File: config.mk
export PLATFORM = sky130hd
export DESIGN_NAME = fetch_unit
export DESIGN_NICKNAME = d
export VERILOG_FILES = /design/src/rtl/fetch_unit_pkg.sv /design/src/rtl/fetch_unit_pc_incr.sv /design/src/rtl/fetch_unit.sv
export SDC_FILE = /design/constraint.sdc
export NUM_CORES = 1
export LEC_CHECK = 0
export BUFFER_PORTS_ARGS = -buffer_cell sky130_fd_sc_hd__buf_4
export CAP_MARGIN = 20
export CELL_PAD_IN_SITES_DETAIL_PLACEMENT = 1
export CELL_PAD_IN_SITES_GLOBAL_PLACEMENT = 1
export CORE_ASPECT_RATIO = 0.8
export CORE_UTILIZATION = 30
export CTS_BUF_LIST = sky130_fd_sc_hd__clkbuf_2 sky130_fd_sc_hd__clkbuf_4 sky130_fd_sc_hd__clkbuf_8
export CTS_CLUSTER_SIZE = 20
export DETAILED_ROUTE_END_ITERATION = 8
export PLACE_DENSITY_LB_ADDON = 0.25
export REMOVE_ABC_BUFFERS = 1
export SETUP_SLACK_MARGIN = 0.1
export SLEW_MARGIN = 20
export SYNTH_ARGS = -nofsm -noshare
export SYNTH_HDL_FRONTEND = slang
export SYNTH_SLANG_ARGS = --single-unit
File: constraint.sdc
create_clock -name clk -period 5.3 [get_ports clk]
set_input_delay 0.53 -clock clk [delete_from_list [all_inputs] [get_ports clk]]
set_output_delay 0.53 -clock clk [all_outputs]
set_load 0.005 [all_outputs]
File: src/rtl/fetch_unit_pkg.sv
// Shared definitions for the fetch unit: state encoding, instruction field
// positions and the default halt opcode.
package fetch_unit_pkg;

    typedef enum logic [1:0] {
        VEC  = 2'd0,
        RUN  = 2'd1,
        HALT = 2'd2
    } fetch_state_e;

    localparam int          LEN_BIT        = 26;
    localparam int          OPC_MSB        = 31;
    localparam int          OPC_LSB        = 27;
    localparam logic [4:0]  HLT_OPCODE_DEF = 5'b00001;

endpackage

File: src/rtl/fetch_unit_pc_incr.sv
// Next-PC adder: advances a halfword PC by one (16-bit instruction) or two
// (32-bit instruction), wrapping modulo 2^32.
module pc_incr (
    input  logic [31:0] pc,
    input  logic        is_long,
    output logic [31:0] next_pc
);

    assign next_pc = pc + (is_long ? 32'd2 : 32'd1);

endmodule

File: src/rtl/fetch_unit.sv
// Instruction fetch stage with reset-vector load and IF/ID pipeline register.
// Optional halt-opcode support is enabled by defining FETCH_HALT_EN.
module fetch_unit
    import fetch_unit_pkg::*;
#(
    parameter logic [31:0] RESET_VECTOR = 32'h0000_0000,
    parameter logic [4:0]  HLT_OPCODE   = HLT_OPCODE_DEF
) (
    input  logic        clk,
    input  logic        rst,
    output logic [31:0] inst_addr,
    input  logic [31:0] inst_data,
    input  logic        stall,
    input  logic        flush,
    input  logic        redirect,
    input  logic [31:0] redirect_pc,
    output logic [31:0] ifid_inst,
    output logic [31:0] ifid_pc,
    output logic [31:0] ifid_next_pc,
    output logic        ifid_valid,
    output logic        halted
);

`ifdef FETCH_HALT_EN
    localparam bit HALT_EN = 1'b1;
`else
    localparam bit HALT_EN = 1'b0;
`endif

    fetch_state_e state;
    logic [31:0]  pc;
    logic [31:0]  next_pc;
    logic         is_long;
    logic         is_hlt;

    assign is_long   = inst_data[LEN_BIT];
    assign is_hlt    = HALT_EN && (inst_data[OPC_MSB:OPC_LSB] == HLT_OPCODE);
    assign inst_addr = (state == VEC) ? RESET_VECTOR : pc;

    pc_incr u_pc_incr (
        .pc      (pc),
        .is_long (is_long),
        .next_pc (next_pc)
    );

    // PC, state and IF/ID register; redirect beats stall beats normal advance
    always_ff @(posedge clk or posedge rst) begin
        if (rst) begin
            state        <= VEC;
            pc           <= RESET_VECTOR;
            ifid_inst    <= 32'h0;
            ifid_pc      <= 32'h0;
            ifid_next_pc <= 32'h0;
            ifid_valid   <= 1'b0;
            halted       <= 1'b0;
        end else begin
            case (state)
                VEC: begin
                    pc    <= inst_data;
                    state <= RUN;
                end
                RUN: begin
                    if (redirect) begin
                        pc         <= redirect_pc;
                        ifid_valid <= 1'b0;
                        ifid_inst  <= 32'h0;
                    end else if (stall) begin
                        if (flush) begin
                            ifid_valid <= 1'b0;
                            ifid_inst  <= 32'h0;
                        end
                    end else begin
                        if (flush) begin
                            ifid_valid <= 1'b0;
                            ifid_inst  <= 32'h0;
                        end else begin
                            ifid_inst    <= is_long ? inst_data : {inst_data[31:16], 16'h0};
                            ifid_pc      <= pc;
                            ifid_next_pc <= next_pc;
                            ifid_valid   <= 1'b1;
                        end
                        // A halt freezes the PC on the halt instruction itself
                        if (is_hlt) begin
                            state  <= HALT;
                            halted <= 1'b1;
                        end else begin
                            pc <= next_pc;
                        end
                    end
                end
`ifdef FETCH_HALT_EN
                HALT: begin
                    ifid_valid <= 1'b0;
                    ifid_inst  <= 32'h0;
                    if (redirect) begin
                        pc     <= redirect_pc;
                        state  <= RUN;
                        halted <= 1'b0;
                    end
                end
`endif
                default: begin
                    state      <= VEC;
                    pc         <= RESET_VECTOR;
                    ifid_valid <= 1'b0;
                    ifid_inst  <= 32'h0;
                    halted     <= 1'b0;
                end
            endcase
        end
    end

endmodule

After elaboration in Yosys (flattened, before gate mapping)
Cells that the tools add are included.
- memories: 0
- output and inout port bits: 130
- flip-flop bits (word level): 131
- bits in writable memories: 0
- memory bits (read-only): 0
- logic and storage cells: 34
- input port bits: 69
- bits in latches: 0
- equality and inequality tests: 3
- div/mod/pow operators: 0
- bitwise logic cells: 4
- $mul: 0
- $lt $le $gt $ge: 0
- reductions and logical operators: 3
- add/subtract/negate cells: 1
- mux-type cells: 17
- shift operators: 0
- operators by type and width (cell ; count):
    2-to-1 mux 32 bit ; 7
    case mux 32 bit (2 select lines) ; 2
    adder 32 bit ; 1
    2-to-1 mux 27 bit ; 1
    2-to-1 mux 1 bit ; 4
    inequality test 4 bit, second input constant ; 1
    NOT 1 bit ; 4
    case mux 2 bit (2 select lines) ; 1
    AND reduction 4 bit ; 1
    inequality test 3 bit, second input constant ; 1
    equality test 2 x 1 -> 1 bit, second input constant ; 1
    logical NOT 2 bit ; 1
    2-to-1 mux 2 bit ; 1
    case mux 1 bit (2 select lines) ; 1
    AND reduction 2 bit ; 1

Depth between registers and ports, before layout
- depth after elaboration: 5
- mapped depth: 9
- depth with buffers taken out: 9

Cells and area by module
A second synthesis with hierarchy kept.
- cell total of the unflattened synthesis: 496
- area total of the unflattened synthesis: 5949.5 um^2
- by module, submodules not included (module ; sequential area each (um^2) ; cells an instance ; instances ; area each (um^2)):
    fetch_unit ; 3253.1 ; 403 ; 1 ; 5291.3
    pc_incr ; 0.0 ; 93 ; 1 ; 658.1

Least setup slack after synthesis
OpenSTA, ideal clock, no wires.
- path kind: input port to flip-flop
- start point: input inst_data[26]
- end point: register pc[12]
- path buffers: 0
- cell stages on the path: 9
- required time: 5.176 ns
- slack: 2.755 ns
- arrival: 2.421 ns
- setup time: 0.124 ns
- cells stage by stage: inv_1 ha_1 inv_1 fa_1 nand4b_4 or4_1 nor3_2 xnor2_1 o21ai_1
- cells in the longest elaborated chain, start to end: 5
- ends and longest elaborated chain (item ; RTL line ; RTL):
    from (decl) ; fetch_unit.sv:12 ; input logic [31:0] inst_data,
    2-to-1 mux 2 bit ; fetch_unit_pc_incr.sv:9 ; assign next_pc = pc + (is_long ? 32'd2 : 32'd1);
    adder 32 bit ; fetch_unit_pc_incr.sv:9 ;
    2-to-1 mux 32 bit ; fetch_unit.sv:67 ; end else if (stall) begin
    2-to-1 mux 32 bit ; fetch_unit.sv:63 ; if (redirect) begin
    case mux 32 bit (2 select lines) ; fetch_unit.sv:57 ; case (state)
    to (signal assigned) ; fetch_unit.sv:59 ; pc <= inst_data;
    to (signal assigned) ; fetch_unit.sv:64 ; pc <= redirect_pc;
    to (signal assigned) ; fetch_unit.sv:87 ; pc <= next_pc;
    to (decl) ; fetch_unit.sv:31 ; logic [31:0] pc;
No other way between the ends. The select of a mux whose other input is x is not followed.
A chain may end at the register's enable or synchronous reset.

Worst setup path in the final report
- start point: register state[0]
- end point: register ifid_inst[8]
- cells in the longest elaborated chain, start to end: 3
- elaborated cells on any way between the ends: 6
- those cells by class: 2 x eq/ne; 1 x mux; 1 x bitwise; 2 x reduce/logical
- ends and longest elaborated chain (item ; RTL line ; RTL):
    from (decl) ; fetch_unit.sv:30 ; fetch_state_e state;
    from (signal assigned) ; fetch_unit.sv:49 ; state <= VEC;
    from (signal assigned) ; fetch_unit.sv:60 ; state <= RUN;
    from (signal assigned) ; fetch_unit.sv:84 ; state <= HALT;
    equality test 2 x 1 -> 1 bit or logical NOT 2 bit (tied branches) ; fetch_unit.sv:57 ;
    inequality test 4 bit (no source line) or NOT 1 bit (tied branches) ; n/a ;
    AND reduction 2 bit (no source line) ; n/a ;
    to (signal assigned) ; fetch_unit.sv:77 ; ifid_inst <= is_long ? inst_data : {inst_data[31:16], 16'h0};
    to (decl) ; fetch_unit.sv:17 ; output logic [31:0] ifid_inst,
Several ways; a longest one is shown, not always the timed one.

==> run_results.csv <==
group,metric,value,unit
worst_setup_path,critPathRequiredTime,5.69,ns
worst_setup_path,critPathCaptureType,"register",
global_route,grt_pass1_wl,36200,um
logic_synthesis,synth_top_family_by_area,"simple AND/OR/NAND/NOR gates",
clocking,cts-buffers-inserted,17,
worst_setup_path,worstPathArrival,3.91,ns
worst_setup_path,critPathKind,"register to register",
pwr,power.leakage,0.00412,uW
floorplanning,die_w,166,um
sta,period_share,66.4,%
sta,finalMaxSlewViolations,0,
route,vias,5807,
min_path,min_path_type,"input pin to async pin",
sta,hold_violations,0,
clocking,clk_latency,0.45,ns
status,violations,"DRC",
place,hpwl,15600,um
clocking,clkSinkCount,130,
logic_synthesis,ys.warnings.count,0,
place,preCtsSetupSlack,1.82,ns
cells_and_area,antenna_cells,0,
worst_setup_path,reg2reg_to,"ifid_inst[8]",
clocking,cts-htree-levels,4,
floorplanning,row_count,47,
worst_setup_path,worstSetupStartpointType,"register",
logic_synthesis,synthXorXnorAreaFrac,5.15,%
cells_and_area,final_cells,1149,
cells_and_area,nNetsFinal,939,
logic_synthesis,syn_area,6460,um2
logic_synthesis,synth_ff_type,"dfrtp_1",
worst_setup_path,rr_startpoint,"state[0]",
floorplanning,die_area,22100,um2
place,globalplace.congestion,0.762,
pwr,ir_drop,0.137,mV
route,wl,22900,um
global_route,antenna_found_initial,0,
sta,slew-limit-headroom,40.2,%
logic_synthesis,synth_cell_type_count,57,
sta,finClkSkew,0.0157,ns
worst_setup_path,worstRegToRegCells,5,
global_route,grt_max_degree,93,
cells_and_area,fin_area,8570,um2
floorplanning,core_area,20900,um2
logic_synthesis,muxShareOfSynthArea,0.987,%
cells_and_area,area_growth,32.6,%
worst_setup_path,r2r_slack,1.78,ns
route,routed_via_density,5.05,
logic_synthesis,syn_inst,697,
global_route,overflow,0,
floorplanning,pin_count,199,
logic_synthesis,synth_compound_area_share,16.3,%
logic_synthesis,syn_avg_cell_area,9.27,um2
cells_and_area,layout-drive-gt1-share,29.3,%
route,drtPass1Iterations,6,
global_route,gr-usage-all-layers,21.3,%
sta,rsz0062_at_grt,"false",
clocking,cts_tree,"yes",
clocking,cts_buffer_depth,2,
status,status,"finished, violations left",
flow_run,max-cap-violations,0,
place,dp.cells,1116,
clocking,cts_root_buf,"clkbuf_8",
clocking,ctsHoldBuffers,0,
pwr,power.density,325,nW/um2
worst_setup_path,crit_path_max_fanout,70,
route,drc,14,
logic_synthesis,synthSimpleGateAreaFrac,21.9,%
logic_synthesis,synthAdderAreaFrac,0.697,%
sta,period_needed,3.52,ns
floorplanning,initial_core_util,31.0,%
sta,tns,0,ns
route,drt-initial-drc-count,342,
place,portBuffers,197,
global_route,grt_pass1_vias,6124,
sta,finalSetupViolations,0,
route,wl_per_cell,20.0,um
sta,setup_ws,1.78,ns
route,ant_nets,0,
sta,worst_pin_slew,0.893,ns
cells_and_area,fillers,2406,
logic_synthesis,yosysSeqAreaShare,50.3,%
logic_synthesis,ys_ff_latch,130,
logic_synthesis,synth_edf_count,0,
clocking,clkTransAtPathRegs,0.08,ns
clocking,post_cts_resized,0,
clocking,cts_setup_buffers,0,
sta,max_freq,0.284,GHz
pwr,p_total,2780,uW
place,dpl_cell_area,8110,um2
logic_synthesis,async_flop_share,100,%
floorplanning,die_h,133,um
## synthesized netlist by cell type, types with 4 or more instances
cell | instances | area share, %
nand2_1 | 155 | 9.0
dfrtp_1 | 130 | 50
o21ai_1 | 39 | 3.0
nor2_1 | 32 | 1.9
a22o_1 | 31 | 4.2
and2_1 | 30 | 2.9
a21oi_1 | 29 | 2.2
clkbuf_1 | 28 | 1.6
o21ai_0 | 20 | 1.5
xor2_1 | 20 | 2.7
xnor2_1 | 18 | 2.4
nand4_1 | 16 | 1.5
inv_1 | 12 | 0.70
nand3_1 | 12 | 0.93
buf_2 | 11 | 0.85
and3_1 | 9 | 0.87
o22ai_1 | 9 | 0.87
buf_4 | 8 | 0.93
o211ai_1 | 8 | 0.93
buf_1 | 6 | 0.35
nor4_1 | 5 | 0.48
a21o_1 | 4 | 0.46
a221oi_1 | 4 | 0.54
and4_1 | 4 | 0.54
nor3_1 | 4 | 0.31
## where the power goes
group          leakage, uW  internal, uW  switching, uW  total, uW
registers          0.00164          1130            136       1270
logic              0.00226           311            286        597
clock network     0.000220           490            428        918
## how the worst max path moves through the flow
stage,start,endpoint,slack [ns]
floorplan,rst,ifid_inst[0],1.30
global placement,state[0],ifid_inst[0],1.92
detailed placement,state[0],ifid_inst[4],1.82
CTS,state[0],ifid_inst[0],1.80
global route,state[0],ifid_inst[13],1.62
finish,state[0],ifid_inst[8],1.78
## cell type report
type | instances | area [um2] | area share (%)
Clock buffer | 19 | 262 | 3.05
Clock inverter | 13 | 159 | 1.85
Inverter | 13 | 53.8 | 0.628
Multi-Input combinational cell | 500 | 2940 | 34.4
Sequential cell | 130 | 3250 | 38.0
Tap cell | 269 | 337 | 3.93
Timing Repair Buffer | 205 | 1560 | 18.2
## critical path, cell delays in order (launching register included)
cell,delay (ns)
dfrtp_2,0.92
nor2b_1,0.71
nand2_1,0.41
or2_4,0.59
nor2_4,0.56
a22o_1,0.22
## per-stage QoR
step	util (%)	hold WS, ns
2_1_floorplan	-	0.470
3_3_place_gp	38.9	0.462
3_5_place_dp	38.9	0.469
4_1_cts	40.9	0.270
5_1_grt	41.0	0.278
6_report	41.0	0.261
## registers in the layout, summed over array words and instances (netlist names)
name / count
ifid_next_pc: 32
ifid_valid: 1
pc: 32
state: 1
ifid_pc: 32
ifid_inst: 32
## layer usage
metal,GRT usage [%],vias to the layer above,part of all wire (%)
met5,0,-,0
met4,4.62,0,0.56
met3,5.59,9,6.2
met2,31.7,176,43
met1,30.9,2888,50
li1,-,2734,-
## kinds of logic (layout without fill, tap and decap cells)
logic type / after synthesis / count (layout)
compound gates: 162 / 162
xor+xnor: 38 / 38
fa+ha+maj: 3 / 3
buf+inv: 67 / 250
flops: 130 / 130
mux: 6 / 6
other cells: 2 / 2
simple gates: 289 / 289
## cell usage in the layout, fill, tap and decap left out, types with 20 or more instances in the layout
cell,synthesis,final
dfrtp_1,130,129
xor2_1,20,20
nor2_1,32,31
buf_4,8,204
a21oi_1,29,29
a22o_1,31,31
o21ai_0,20,20
o21ai_1,39,38
and2_1,30,30
nand2_1,155,155
No activity file was read; power rests on OpenSTA's default activity.
